===== src/rtl/psec5_ch_readout_master.sv =====
// PSEC5 channel readout master: snapshot strobe, 56-bit serial shift-out and result latch.
// Optional frame padding check enabled by defining PSEC5_RDO_FRAME_CHECK_EN (adds FRAME_ERR).
module psec5_ch_readout_master #(
    parameter int unsigned SCLK_DIV       = 4,
    parameter int unsigned INST_PULSE_LEN = 2,
    parameter int unsigned SETTLE_CYCLES  = 8
) (
    input  logic       FCLK,
    input  logic       RSTB,
    input  logic       START,
    input  logic       ABORT,
    output logic       BUSY,
    output logic       DONE,
    output logic       INST_READOUT,
    output logic       SPI_CLK,
    output logic [2:0] SELECT_REG,
    input  logic       CNT_SER,
    output logic [9:0] CA,
    output logic [9:0] CB,
    output logic [9:0] CC,
    output logic [9:0] CD,
    output logic [9:0] CE,
    output logic [2:0] TRIG_CNT
`ifdef PSEC5_RDO_FRAME_CHECK_EN
    ,
    output logic       FRAME_ERR
`endif
);

    localparam int unsigned CNT_W    = 16;
    localparam int unsigned BIT_W    = 6;
    localparam int unsigned LAST_BIT = 55;
`ifdef PSEC5_RDO_FRAME_CHECK_EN
    localparam int unsigned SHREG_W  = 56;
`else
    // Padding bits fall off the top of the register when they are never checked.
    localparam int unsigned SHREG_W  = 53;
`endif

    localparam logic [CNT_W-1:0] ARM_LAST    = CNT_W'(INST_PULSE_LEN - 1);
    localparam logic [CNT_W-1:0] SETTLE_LAST = CNT_W'(SETTLE_CYCLES - 1);
    localparam logic [CNT_W-1:0] HALF_LAST   = CNT_W'(SCLK_DIV - 1);
    localparam logic [BIT_W-1:0] BIT_LAST    = BIT_W'(LAST_BIT);

    typedef enum logic [2:0] {
        ST_IDLE,
        ST_ARM,
        ST_SETTLE,
        ST_SHIFT_HI,
        ST_SHIFT_LO,
        ST_LATCH
    } state_t;

    state_t               state_q, state_d;
    logic [CNT_W-1:0]     cnt_q, cnt_d;
    logic [BIT_W-1:0]     bitidx_q, bitidx_d, bitidx_inc;
    logic [2:0]           sel_d;
    logic                 abort_pend_q, abort_pend_d;
    logic [SHREG_W-1:0]   shreg_q, shreg_d;
    logic                 ser_meta_q, ser_sync_q;
    logic                 busy_d, done_d, inst_d, sclk_d;
    logic [9:0]           ca_d, cb_d, cc_d, cd_d, ce_d;
    logic [2:0]           trig_d;
`ifdef PSEC5_RDO_FRAME_CHECK_EN
    logic                 ferr_d;
`endif

    assign bitidx_inc = bitidx_q + BIT_W'(1);

    // Next-state, datapath and registered-output values
    always_comb begin
        state_d      = state_q;
        cnt_d        = cnt_q;
        bitidx_d     = bitidx_q;
        sel_d        = SELECT_REG;
        abort_pend_d = abort_pend_q;
        shreg_d      = shreg_q;
        ca_d         = CA;
        cb_d         = CB;
        cc_d         = CC;
        cd_d         = CD;
        ce_d         = CE;
        trig_d       = TRIG_CNT;
        done_d       = 1'b0;
`ifdef PSEC5_RDO_FRAME_CHECK_EN
        ferr_d       = FRAME_ERR;
`endif

        case (state_q)
            ST_IDLE: begin
                if (START && !ABORT) begin
                    state_d      = ST_ARM;
                    cnt_d        = '0;
                    bitidx_d     = '0;
                    abort_pend_d = 1'b0;
                end
            end
            ST_ARM: begin
                if (ABORT) begin
                    state_d = ST_IDLE;
                end else if (cnt_q == ARM_LAST) begin
                    state_d = ST_SETTLE;
                    cnt_d   = '0;
                end else begin
                    cnt_d = cnt_q + CNT_W'(1);
                end
            end
            ST_SETTLE: begin
                if (ABORT) begin
                    state_d = ST_IDLE;
                end else if (cnt_q == SETTLE_LAST) begin
                    state_d = ST_SHIFT_HI;
                    cnt_d   = '0;
                end else begin
                    cnt_d = cnt_q + CNT_W'(1);
                end
            end
            ST_SHIFT_HI: begin
                abort_pend_d = abort_pend_q | ABORT;
                if (cnt_q == HALF_LAST) begin
                    state_d = ST_SHIFT_LO;
                    cnt_d   = '0;
                    // Byte select moves a full low phase ahead of the next rise
                    if ((bitidx_q[2:0] == 3'd7) && (bitidx_q != BIT_LAST)) begin
                        sel_d = bitidx_inc[5:3];
                    end
                end else begin
                    cnt_d = cnt_q + CNT_W'(1);
                end
            end
            ST_SHIFT_LO: begin
                abort_pend_d = abort_pend_q | ABORT;
                if (cnt_q == HALF_LAST) begin
                    cnt_d   = '0;
                    shreg_d = {shreg_q[SHREG_W-2:0], ser_sync_q};
                    if (bitidx_q == BIT_LAST) begin
                        state_d = ST_LATCH;
                    end else if ((bitidx_q[2:0] == 3'd7) && (abort_pend_q || ABORT)) begin
                        // Abort only on a group boundary so the channel's bit counter stays aligned
                        state_d = ST_IDLE;
                    end else begin
                        bitidx_d = bitidx_inc;
                        state_d  = ST_SHIFT_HI;
                    end
                end else begin
                    cnt_d = cnt_q + CNT_W'(1);
                end
            end
            ST_LATCH: begin
                ca_d    = shreg_q[9:0];
                cb_d    = shreg_q[19:10];
                cc_d    = shreg_q[29:20];
                cd_d    = shreg_q[39:30];
                ce_d    = shreg_q[49:40];
                trig_d  = shreg_q[52:50];
                done_d  = 1'b1;
`ifdef PSEC5_RDO_FRAME_CHECK_EN
                ferr_d  = |shreg_q[55:53];
`endif
                state_d = ST_IDLE;
            end
            default: begin
                state_d = ST_IDLE;
            end
        endcase

        if (state_d == ST_IDLE) begin
            sel_d = '0;
        end
        busy_d = (state_d != ST_IDLE);
        inst_d = (state_d == ST_ARM);
        sclk_d = (state_d == ST_SHIFT_HI);
    end

    // State, datapath and output registers
    always_ff @(posedge FCLK or negedge RSTB) begin
        if (!RSTB) begin
            state_q      <= ST_IDLE;
            cnt_q        <= '0;
            bitidx_q     <= '0;
            abort_pend_q <= 1'b0;
            shreg_q      <= '0;
            ser_meta_q   <= 1'b0;
            ser_sync_q   <= 1'b0;
            BUSY         <= 1'b0;
            DONE         <= 1'b0;
            INST_READOUT <= 1'b0;
            SPI_CLK      <= 1'b0;
            SELECT_REG   <= '0;
            CA           <= '0;
            CB           <= '0;
            CC           <= '0;
            CD           <= '0;
            CE           <= '0;
            TRIG_CNT     <= '0;
`ifdef PSEC5_RDO_FRAME_CHECK_EN
            FRAME_ERR    <= 1'b0;
`endif
        end else begin
            state_q      <= state_d;
            cnt_q        <= cnt_d;
            bitidx_q     <= bitidx_d;
            abort_pend_q <= abort_pend_d;
            shreg_q      <= shreg_d;
            ser_meta_q   <= CNT_SER;
            ser_sync_q   <= ser_meta_q;
            BUSY         <= busy_d;
            DONE         <= done_d;
            INST_READOUT <= inst_d;
            SPI_CLK      <= sclk_d;
            SELECT_REG   <= sel_d;
            CA           <= ca_d;
            CB           <= cb_d;
            CC           <= cc_d;
            CD           <= cd_d;
            CE           <= ce_d;
            TRIG_CNT     <= trig_d;
`ifdef PSEC5_RDO_FRAME_CHECK_EN
            FRAME_ERR    <= ferr_d;
`endif
        end
    end

endmodule


===== config.mk =====
export PLATFORM = sky130hd
export DESIGN_NAME = psec5_ch_readout_master
export DESIGN_NICKNAME = d
export VERILOG_FILES = /design/src/rtl/psec5_ch_readout_master.sv
export SDC_FILE = /design/constraint.sdc
export NUM_CORES = 1
export LEC_CHECK = 0
export BUFFER_PORTS_ARGS = -buffer_cell sky130_fd_sc_hd__buf_2
export CAP_MARGIN = 0
export CORE_MARGIN = 1.5
export CORE_UTILIZATION = 40
export DETAILED_ROUTE_END_ITERATION = 8
export GPL_TIMING_DRIVEN = 0
export PLACE_DENSITY = 0.55
export SYNTH_ARGS = -nofsm -noshare
export SYNTH_HDL_FRONTEND = slang
export SYNTH_SLANG_ARGS = --single-unit

===== constraint.sdc =====
create_clock -name FCLK -period 5.4 [get_ports FCLK]
set_clock_uncertainty 0.05 [all_clocks]
set_input_delay 0.54 -clock FCLK [delete_from_list [all_inputs] [get_ports FCLK]]
set_output_delay 0.54 -clock FCLK [all_outputs]
set_load 0.01 [all_outputs]

### After elaboration in Yosys (flattened, before gate mapping)

Cells that the tools add are included.

| cells by class | value |
|---|---|
| add/subtract/negate cells | 2 |
| equality and inequality tests | 19 |
| muxes and demuxes | 29 |
| bitwise logic cells | 1 |
| reduce and logical (&&, ||, !) cells | 20 |

Operators with widths:

| kind | count |
|---|---|
| $mux 16 | 6 |
| $pmux 16 s4 | 1 |
| $mux 3 | 12 |
| $mux 6 | 4 |
| $add 16x1->16 const B | 1 |
| $eq 16x1->1 const B | 1 |
| $eq 16x2->1 const B | 1 |
| $eq 16x3->1 const B | 1 |
| $pmux 3 s5 | 1 |
| $ne 2x2->1 const B | 6 |
| $pmux 6 s2 | 1 |
| $reduce_bool 2->1 | 5 |
| $eq 3x2->1 const B | 3 |
| $eq 3x3->1 const B | 3 |
| $add 6x1->6 const B | 1 |
| $eq 3x1->1 const B | 2 |
| $eq 6x6->1 const B | 1 |
| $logic_not 3->1 | 2 |
| $ne 6x6->1 const B | 1 |
| $reduce_and 5->1 | 1 |
| $reduce_and 2->1 | 2 |
| $reduce_and 4->1 | 1 |
| $reduce_bool 4->1 | 1 |
| $logic_and 1x1->1 | 3 |
| other kinds (9) | 10 |

| storage, ports and cells | value |
|---|---|
| flip-flop bits (word level) | 141 |
| bits of input ports | 5 |
| output and inout bits | 60 |
| word-level logic and storage cells | 89 |

### Depth between registers and ports, before layout

Gate-level depths: netlist of run 1.

| depth | value |
|---|---|
| word-level depth | 9 |
| mapped depth | 9 |

### Worst setup path before layout of run 1

Ideal clock, no wire load.

| path | value |
|---|---|
| path kind | reg-to-reg |
| start point | register cnt_q[12] |
| end point | register shreg_q[10] |
| setup time | 0.125 ns |
| arrival time | 2.332 ns |
| data required time | 5.225 ns |
| path slack | 2.893 ns |
| stages on the path, launching flop included | 7 |
| clock period less this slack | 2.507 ns |
| cells stage by stage | dfrtp_1 > or4_4 > or4_4 > buf_6 > nor2_4 > buf_4 > mux2_2 |

| between the ends | value |
|---|---|
| cells in the longest elaborated chain, start to end | 2 |

Ends and longest elaborated chain:

| what | line | RTL |
|---|---|---|
| from (decl) | 55 | `logic [CNT_W-1:0] cnt_q, cnt_d;` |
| from (signal assigned) | 201 | `cnt_q <= cnt_d;` |
| $eq 16x2->1 | 133 | `if (cnt_q == HALF_LAST) begin` |
| $reduce_and 2->1 (no source line) | n/a |  |
| to (signal assigned) | 204 | `shreg_q <= shreg_d;` |
| to (decl) | 59 | `logic [SHREG_W-1:0] shreg_q, shreg_d;` |

Every way passes these cells.
A chain may end at the register's enable or synchronous reset.

### Worst setup path after layout of run 1

| path | value |
|---|---|
| start point | register cnt_q[12] |
| end point | register shreg_q[21] |

Same word-level chain as after synthesis.

==> results_dict.tcl, run 1 <==
set metrics [dict create \
    final.setup.tns_ns 0 \
    drt_iter0_drc 278 \
    busiest_layer "met2" \
    antenna_found_initial 0 \
    dieHeight_um 124 \
    clk_pin_slew_worst_paths_ns 0.06 \
    ys_seq_elements 141 \
    powerDensity_mw_per_mm2 342 \
    dp.final_hpwl_um 7700 \
    core_area_mm2 0.0140 \
    stdcell_count 807 \
    wl_um 11500 \
    post_drt_wl_per_cell_um 14.2 \
    crit_fanout 10 \
    portBuffers 64 \
    synth_cells 532 \
    synth_top_family_by_area "simple AND/OR/NAND/NOR gates" \
    grt_pass1_vias 3862 \
    run_status "complete, no violations" \
    syn_area_per_cell_um2 11.0 \
    fin_crit_ns 2.77 \
    cts.repair.resized 0 \
    worstPathRequired_ns 5.63 \
    netlist.area_leader.share 0.605 \
    relSlewSlack 0.582 \
    viasPerCell 4.90 \
    switching_share 0.240 \
    r2r_end "shreg_q[21]" \
    boundaryPins 65 \
    cts_setup_buffers 0 \
    die_area_mm2 0.0153 \
    worstRegToRegCells 6 \
    fp-row-count 43 \
    die_w_um 124 \
    synth_edf_count 0 \
    drive_above_1_share 0.257 \
    hold_viol 0 \
    comb_power_share 0.087 \
    place_area_mm2 0.00642 \
    cts_hold_repair.buffers 0 \
    overflow 0 \
    switching_power_w 0.000570 \
    htree_num_levels 4 \
    synth_xor_area_frac 0.0150 \
    synthTopCellsByArea "dfrtp_1, nand2_1, mux2_2" \
    final_cell_area_mm2 0.00696 \
    synth_nets 541 \
    antennaDiodeCount 0 \
    p_clk_frac 0.453 \
    use_met1 0.237 \
    grt_max_degree 93 \
    max-cap-violations 0 \
    ant_nets 0 \
    async_reset_ff_frac 1.00 \
    hp-class "primary input to asynchronous set/reset pin" \
    final_cell_mix "nand2_1, dfrtp_1, buf_2" \
    dp.cells 777 \
    met3_usage 0.0476 \
    cts_buffer_depth 2 \
    numCtsBuffers 17 \
    vias 3952 \
    nFillCells 1298 \
    grt_pass1_wl_um 19400 \
    synth_area_mm2 0.00584 \
    seq_power_share 0.460 \
    start_util 0.416 \
    yosysTopAreaCell "dfrtp_1" \
    criticalPathCategory "flop to flop" \
    ys_types 47 \
    route.detailed.drc 0 \
    tritoncts "yes" \
    grt_use_met2 0.238 \
    r2r_start "cnt_q[12]" \
    fin_nets 625 \
    final_common_cell "nand2_1" \
    finalPower_w 0.00238 \
    slew_viol_final 0 \
    leakagePower_nw 3.76 \
    reg2reg_slack_ns 2.63 \
    seq_area_frac_synth 0.605 \
    synthAdderAreaFrac 0.00857 \
    track_usage 0.164 \
    cts.sinks 141 \
    finalSetupViolCount 0 \
    worst_setup_path_start_kind "flop" \
    yosysWarningCount 0 \
    layout_setup_ws_ns 2.63 \
    tightest_slew_ns 0.620 \
    cp-end-kind "flop" \
    synth-simple-area-share 0.198 \
    vdd_drop_max_uv 225 \
    clock_latency_ns 0.41 \
    ys.flop_type "dfrtp_1" \
    fin_crit_sh 0.513 \
    syn_to_final_growth_pct 19.2 \
    p_int_w 0.00181 \
    first_pass_iters 4 \
    root_buffer "clkbuf_16" \
    synthMuxAreaShare 0.108 \
    place_congestion 0.765 \
    dp_slack_ns 2.62 \
    worst_ep_arrival_time_ns 3.00 \
    synth_compound_area_frac 0.0407 \
    achievable-frequency_mhz 361 \
    rsz0062_at_grt "false" \
]
-- critical path, cell delays in order, from the launching register on --
cell and delay [ns]:
dfrtp_1 0.41, or4_4 0.59, or4_4 0.55, buf_6 0.16
nor2_4 0.27, buf_4 0.26, mux2_2 0.35
-- worst max-delay path by stage --
| stage | from | to | slack, ns | cells past startpoint |
|---|---|---|---|---|
| 6_report | cnt_q[12] | shreg_q[21] | 2.63 | 6 |
| 4_1_cts | cnt_q[12] | shreg_q[21] | 2.60 | 6 |
| 3_3_place_gp | RSTB | CE[4] | 1.79 | 1 |
| 3_5_place_dp | cnt_q[12] | shreg_q[21] | 2.62 | 6 |
| 2_1_floorplan | cnt_q[12] | shreg_q[10] | 2.89 | 6 |
| 5_1_grt | cnt_q[12] | shreg_q[28] | 2.51 | 6 |
-- cells in the mapped netlist, types with 2 or more instances --
library cell	instances
buf_4	7
nor4_1	3
nor2_4	2
mux2_1	3
nand3_1	6
clkbuf_1	17
or4_4	2
nor2_1	23
or3_1	6
nor3b_1	3
inv_1	4
o22ai_1	2
and3_1	9
nand2_1	175
a21oi_1	7
mux2_2	51
a31oi_1	2
ha_1	4
o21ai_0	11
and2_1	4
or4_1	2
nand4_1	6
a22o_1	4
xor2_1	7
nand3b_1	5
o31ai_1	3
mux2i_1	2
dfrtp_1	141
xnor2_1	3
-- logic make-up after synthesis --
| kind of cell | count (synthesis) |
|---|---|
| and+or+nand+nor | 255 |
| DFF | 141 |
| muxes | 56 |
| AOI/OAI and AO/OA | 35 |
| buffers and inverters | 31 |
| xor gates and xnor gates | 10 |
| adders and majority gates | 4 |
-- metrics by stage --
step                      utilization  hold slack, ns
after floorplan                     -           0.194
after CTS                       0.496          0.0299
after global routing            0.496          0.0449
after global placement          0.455           0.282
after detailed placement        0.457           0.285
final                           0.496          0.0156
-- layer usage --
layer	up-vias	part of all wire
met1	1927	0.51
met3	6	0.040
li1	1950	-
met4	0	0.0089
met5	-	0
met2	69	0.44
-- registers in the layout, summed over array words and instances, names as in the netlist, 6 cells and up --
register  count
bitidx_q      6
CB           10
CE           10
CA           10
CD           10
CC           10
shreg_q      53
cnt_q        16
-- final cells by class --
class / instances / area, um^2 / area share
Clock inverter: 6 / 62.6 / 0.00899
Buffer: 26 / 131 / 0.0189
Inverter: 5 / 18.8 / 0.00270
Timing Repair Buffer: 65 / 354 / 0.0509
Multi-Input combinational cell: 360 / 2160 / 0.310
Clock buffer: 24 / 482 / 0.0692
Tap cell: 180 / 225 / 0.0324
Sequential cell: 141 / 3530 / 0.507
-- power groups by stage --
| stage | combinational [W] | sequential (W) | clock, W |
|---|---|---|---|
| after floorplan | 0.000130 | 0.00111 | 0 |
| after global placement | 0.000202 | 0.00111 | 0 |
| after detailed placement | 0.000209 | 0.00111 | 0 |
| after CTS | 0.000208 | 0.00109 | 0.00110 |
| after global routing | 0.000234 | 0.00110 | 0.00116 |
| final | 0.000208 | 0.00109 | 0.00108 |
Note: power is estimated with default switching activity, not from simulation.
==> run 2, diff against run 1 <==
--- a/config.mk
+++ b/config.mk
@@ -5,13 +5,14 @@
 export SDC_FILE = /design/constraint.sdc
 export NUM_CORES = 1
 export LEC_CHECK = 0
+export ABC_AREA = 1
 export BUFFER_PORTS_ARGS = -buffer_cell sky130_fd_sc_hd__buf_2
 export CAP_MARGIN = 0
 export CORE_MARGIN = 1.5
 export CORE_UTILIZATION = 40
 export DETAILED_ROUTE_END_ITERATION = 8
 export GPL_TIMING_DRIVEN = 0
-export PLACE_DENSITY = 0.55
+export PLACE_DENSITY = 0.57
 export SYNTH_ARGS = -nofsm -noshare
 export SYNTH_HDL_FRONTEND = slang
 export SYNTH_SLANG_ARGS = --single-unit
==> constraint.sdc (replaced) <==
create_clock -name FCLK -period 2.5 [get_ports FCLK]
set_clock_uncertainty 0.05 [all_clocks]
set_input_delay 0.25 -clock FCLK [delete_from_list [all_inputs] [get_ports FCLK]]
set_output_delay 0.25 -clock FCLK [all_outputs]
set_load 0.01 [all_outputs]
==> results_dict.tcl, run 2 <==
set metrics [dict create \
    antenna_found_initial 0 \
    leakagePower_nw 3.45 \
    grt_max_degree 96 \
    portBuffers 64 \
    rsz0062_at_grt "false" \
    final_common_cell "nand2_1" \
    route.detailed.drc 0 \
    ys_seq_elements 141 \
    die_area_mm2 0.0157 \
    track_usage 0.182 \
    achievable-frequency_mhz 495 \
    cts.sinks 141 \
    dp.final_hpwl_um 9310 \
    cp-end-kind "flop" \
    slew_viol_final 0 \
    grt_pass1_wl_um 23100 \
    synthTopCellsByArea "dfrtp_1, nand2_1, inv_1" \
    dieHeight_um 125 \
    relSlewSlack 0.620 \
    antennaDiodeCount 0 \
    yosysTopAreaCell "dfrtp_1" \
    cts_setup_buffers 0 \
    post_drt_wl_per_cell_um 13.8 \
    synth_nets 690 \
    crit_start "cnt_q[0]" \
    first_pass_iters 7 \
    netlist.area_leader.share 0.588 \
    reg2reg_slack_ns 0.48 \
    crit_fanout 5 \
    ys_types 32 \
    run_status "complete, no violations" \
    cts_buffer_depth 2 \
    tightest_slew_ns 0.570 \
    clock_latency_ns 0.42 \
    async_reset_ff_frac 1.00 \
    root_buffer "clkbuf_16" \
    cts_hold_repair.buffers 2 \
    clk_pin_slew_worst_paths_ns 0.06 \
    final_cell_mix "nand2_1, dfrtp_1, inv_1" \
    vias 4779 \
    numCtsBuffers 17 \
    synth_top_cells_by_count "nand2_1, dfrtp_1, inv_1" \
    finalSetupViolCount 0 \
    hp-class "primary input to flop" \
    viasPerCell 4.96 \
    stdcell_count 963 \
    wl_um 13300 \
    yosysWarningCount 0 \
    criticalPathCategory "flop to flop" \
    overflow 0 \
    boundaryPins 65 \
    finalPower_w 0.00568 \
    powerDensity_mw_per_mm2 788 \
    top_register "shreg_q" \
    worstPathRequired_ns 2.75 \
    worst_ep_arrival_time_ns 2.27 \
    worstHoldStart "ABORT" \
    core_area_mm2 0.0146 \
    ys.flop_type "dfrtp_1" \
    dp.cells 930 \
    ant_nets 0 \
    syn_area_per_cell_um2 8.81 \
    layout_setup_ws_ns 0.480 \
    synth_area_mm2 0.00600 \
    fin_crit_ns 2.02 \
    worst_setup_path_start_kind "flop" \
    final_cell_area_mm2 0.00722 \
    place_area_mm2 0.00658 \
    htree_num_levels 4 \
    synth_cells 681 \
    place_congestion 0.833 \
    reg.largest.list "shreg_q (53), cnt_q (16)" \
    cts.repair.resized 0 \
    drt_iter0_drc 323 \
    dp_slack_ns 0.528 \
    die_w_um 125 \
    fin_crit_sh 0.808 \
    endpoint "cnt_q[14]" \
    hold_viol 0 \
    drive_above_1_share 0.175 \
    grt_pass1_vias 4777 \
    largest_reg_flops 53 \
    syn_to_final_growth_pct 20.3 \
    max-cap-violations 0 \
    yosysMostFrequentCell "nand2_1" \
    fp-row-count 44 \
    r2r_end "cnt_q[14]" \
    vdd_drop_max_uv 568 \
    r2r_start "cnt_q[0]" \
    worstRegToRegCells 10 \
    fin_nets 776 \
    tritoncts "yes" \
    seq_area_frac_synth 0.588 \
    synth_edf_count 0 \
    fin_util 0.495 \
    start_util 0.411 \
]
## run 2: cell types whose count changed after synthesis, sizes merged, moves of 8 or more
cell,delta
a21oi,+12
and3,-9
buf,+9
clkbuf,-11
inv,+86
mux2,-54
nand2,+9
nand3,+16
nor2,+16
nor3,+8
o21ai,+112
## run 2: worst min-delay path by stage
| stage | endpoint | slack (ns) | cells past startpoint |
|---|---|---|---|
| final | abort_pend_q | 0.23 | 3 |
| after global routing | abort_pend_q | 0.27 | 3 |
| after floorplan | BUSY | -0.1 | 0 |
| after CTS | abort_pend_q | 0.21 | 3 |
| after global placement | ser_meta_q | 0.31 | 1 |
| after detailed placement | CE[2] | 0.17 | 1 |
## run 2: report_power, final
part | internal, W | switching, W
Clock | 0.00163 | 0.000982
Combinational | 0.000190 | 0.000513
Sequential | 0.00233 | 0.0000390
Total | 0.00415 | 0.00153
## run 2: per-layer routing
metal	part of all wire	track usage	vias to the layer above
met2	0.48	0.289	119
met3	0.046	0.0492	20
met1	0.46	0.241	2293
met5	0	0	-
li1	-	-	2347
met4	0.013	0.0648	0
## run 2: critical path: stages, from the launching register on
cell and delay (ns):
dfrtp_1 0.43, ha_1 0.27, nand2_1 0.11, nor2_1 0.22, nand2_1 0.12, nor2_2 0.21, nand4_1 0.18, o211ai_1 0.14
nand2_1 0.07, nand2_1 0.06, nand2_1 0.05
## run 2: cell type report
type                    count  area (um^2)
fillers                  1358         7370
well taps                 184          230
multi-input cells         425         2000
repair buffers             67          374
plain buffers              24          128
inverters                  91          342
clock buffers              19          453
clock inverters            12          163
flip-flops and latches    141         3530
## run 2: stage by stage
| step | hold WS (ns) | setup TNS, ns |
|---|---|---|
| 2_1_floorplan | -0.0956 | 0 |
| 3_5_place_dp | 0.166 | 0 |
| 4_1_cts | 0.213 | 0 |
| 5_1_grt | 0.271 | 0 |
| 3_3_place_gp | 0.310 | -110.39 |
| 6_report | 0.225 | 0 |
## run 2: kinds of logic after synthesis
family | Yosys count | share of synthesized area
flip-flops | 141 | 0.588
adder cells (fa/ha/maj) | 4 | 0.00835
AO/OA/AOI/OAI | 150 | 0.131
buffers and inverters | 115 | 0.0782
AND/OR/NAND/NOR | 265 | 0.186
XOR/XNOR | 6 | 0.00876
==> run 3, diff against run 2 <==
--- a/config.mk
+++ b/config.mk
@@ -5,14 +5,14 @@
 export SDC_FILE = /design/constraint.sdc
 export NUM_CORES = 1
 export LEC_CHECK = 0
-export ABC_AREA = 1
+export ABC_AREA = 0
 export BUFFER_PORTS_ARGS = -buffer_cell sky130_fd_sc_hd__buf_2
 export CAP_MARGIN = 0
 export CORE_MARGIN = 1.5
 export CORE_UTILIZATION = 40
 export DETAILED_ROUTE_END_ITERATION = 8
 export GPL_TIMING_DRIVEN = 0
-export PLACE_DENSITY = 0.57
+export PLACE_DENSITY = 0.55
 export SYNTH_ARGS = -nofsm -noshare
 export SYNTH_HDL_FRONTEND = slang
 export SYNTH_SLANG_ARGS = --single-unit
==> constraint.sdc (replaced) <==
create_clock -name FCLK -period 2 [get_ports FCLK]
set_clock_uncertainty 0.05 [all_clocks]
set_input_delay 0.2 -clock FCLK [delete_from_list [all_inputs] [get_ports FCLK]]
set_output_delay 0.2 -clock FCLK [all_outputs]
set_load 0.01 [all_outputs]
==> results_dict.tcl, run 3 (synthesis gave the netlist of run 1 again) <==
set metrics [dict create \
    tritoncts "yes" \
    fin_util 0.543 \
    start_util 0.416 \
    cts_buffer_depth 2 \
    dp.final_hpwl_um 7730 \
    whs_path_depth 3 \
    fin_nets 643 \
    grt_max_degree 76 \
    die_w_um 124 \
    top_register "shreg_q" \
    slowest_delay_ns 0.61 \
    first_pass_iters 4 \
    slew_viol_final 0 \
    root_buffer "clkbuf_16" \
    fin_crit_sh 1.26 \
    final_common_cell "nand2_1" \
    drt_iter0_drc 257 \
    rsz0062_at_grt "true" \
    viasPerCell 4.96 \
    nFillCells 1235 \
    antenna_found_initial 0 \
    antennaDiodeCount 0 \
    criticalPathCategory "flop to flop" \
    route.detailed.drc 0 \
    powerDensity_mw_per_mm2 900 \
    hp-class "primary input to flop" \
    worstRegToRegCells 6 \
    worstPathRequired_ns 2.25 \
    relSlewSlack 0.528 \
    drive_above_1_share 0.336 \
    hold_viol 0 \
    worstPathCellList "or4_4 -> or4_4 -> nor2_4 -> buf_12 -> buf_12 -> mux2_2" \
    track_usage 0.172 \
    crit_fanout 10 \
    layout_setup_ws_ns -0.512 \
    tightest_slew_ns 0.700 \
    dp_slack_ns -0.723 \
    vias 4088 \
    worst_setup_path_start_kind "flop" \
    fin_crit_ns 2.51 \
    max-cap-violations 0 \
    grt_pass1_wl_um 20300 \
    numCtsBuffers 17 \
    critPathSlowestCell "or4_4" \
    worstHoldStart "ABORT" \
    achievable-frequency_mhz 398 \
    cp-end-kind "flop" \
    grt_pass1_vias 4139 \
    overflow 0 \
    reg2reg_slack_ns -0.51 \
    die_area_mm2 0.0153 \
    dieHeight_um 124 \
    ant_nets 0 \
    violations "setup timing" \
    portBuffers 64 \
    reg.largest.list "shreg_q (53), cnt_q (16)" \
    final_cell_area_mm2 0.00762 \
    r2r_start "cnt_q[7]" \
    place_congestion 0.769 \
    final_cell_mix "nand2_1, dfrtp_1, buf_2" \
    finalSetupViolCount 84 \
    core_area_mm2 0.0140 \
    holdPathEnd "abort_pend_q" \
    syn_to_final_growth_pct 30.6 \
    clock_latency_ns 0.41 \
    boundaryPins 65 \
    largest_reg_flops 53 \
    run_status "complete, but fails checks" \
    htree_num_levels 4 \
    fp-row-count 43 \
    vdd_drop_max_uv 550 \
    leakagePower_nw 3.98 \
    post_drt_wl_per_cell_um 14.9 \
    clk_pin_slew_worst_paths_ns 0.06 \
    r2r_end "shreg_q[28]" \
    place_area_mm2 0.00646 \
    wl_um 12300 \
    worst_ep_arrival_time_ns 2.76 \
    cts.sinks 141 \
]
run 3: worst max path at each step:
stage / startpoint / to / slack [ns] / cells after the start
2_1_floorplan: cnt_q[15] / shreg_q[10] / -0.47 / 6
3_5_place_dp: cnt_q[0] / shreg_q[31] / -0.72 / 7
6_report: cnt_q[7] / shreg_q[28] / -0.51 / 6
5_1_grt: cnt_q[1] / SELECT_REG[2] / -0.58 / 9
4_1_cts: cnt_q[6] / shreg_q[50] / -0.51 / 6
3_3_place_gp: RSTB / shreg_q[43] / -1.26 / 1
run 3: per-stage QoR:
stage               hold WS [ns]  cells  total power (W)  TNS, ns
CTS                       0.0693    823          0.00680   -37.90
floorplan                 -0.146    532          0.00339   -33.24
global placement           0.261    776          0.00357  -224.32
global route               0.108    825          0.00715   -43.09
detailed placement         0.191    777          0.00360   -52.35
finish                    0.0866    825          0.00686   -38.27
run 3: power by group:
part	total [W]	switching [W]	internal, W
Sequential	0.00295	0.0000362	0.00292
Clock	0.00307	0.00113	0.00194
Combinational	0.000835	0.000514	0.000321
run 3: worst max-delay path, delay by kind of cell (launching register included):
family / cells / cell delay (ns)
and+or+nand+nor: 3 / 1.31
DFF: 1 / 0.38
muxes: 1 / 0.33
buffers and inverters: 2 / 0.32
run 3: timing repair:
item	4_1_cts	5_1_grt
gates resized for setup	45	66
hold endpoints to repair	67	0
pin swaps	14	14
cloned	2	1
buffers inserted	15	2
setup endpoints to repair	115	106
hold buffers	2	0
run 3: final cells by class:
| class | count | area (um^2) | area share |
|---|---|---|---|
| tap | 180 | 225 | 0.0295 |
| multi-input combinational | 360 | 2500 | 0.327 |
| clock inverter | 7 | 87.6 | 0.0115 |
| timing repair buffer | 87 | 602 | 0.0789 |
| clock buffer | 23 | 488 | 0.0640 |
| sequential | 141 | 3530 | 0.463 |
| inverter | 5 | 18.8 | 0.00246 |
| buffer | 22 | 178 | 0.0233 |
run 3: layer usage:
layer  GRT usage  vias up  share of wire
li1            -     1993              -
met1       0.224     2031           0.48
met2       0.277       53           0.48
met3      0.0426       11          0.032
met4      0.0697        0          0.012
met5           0        -              0
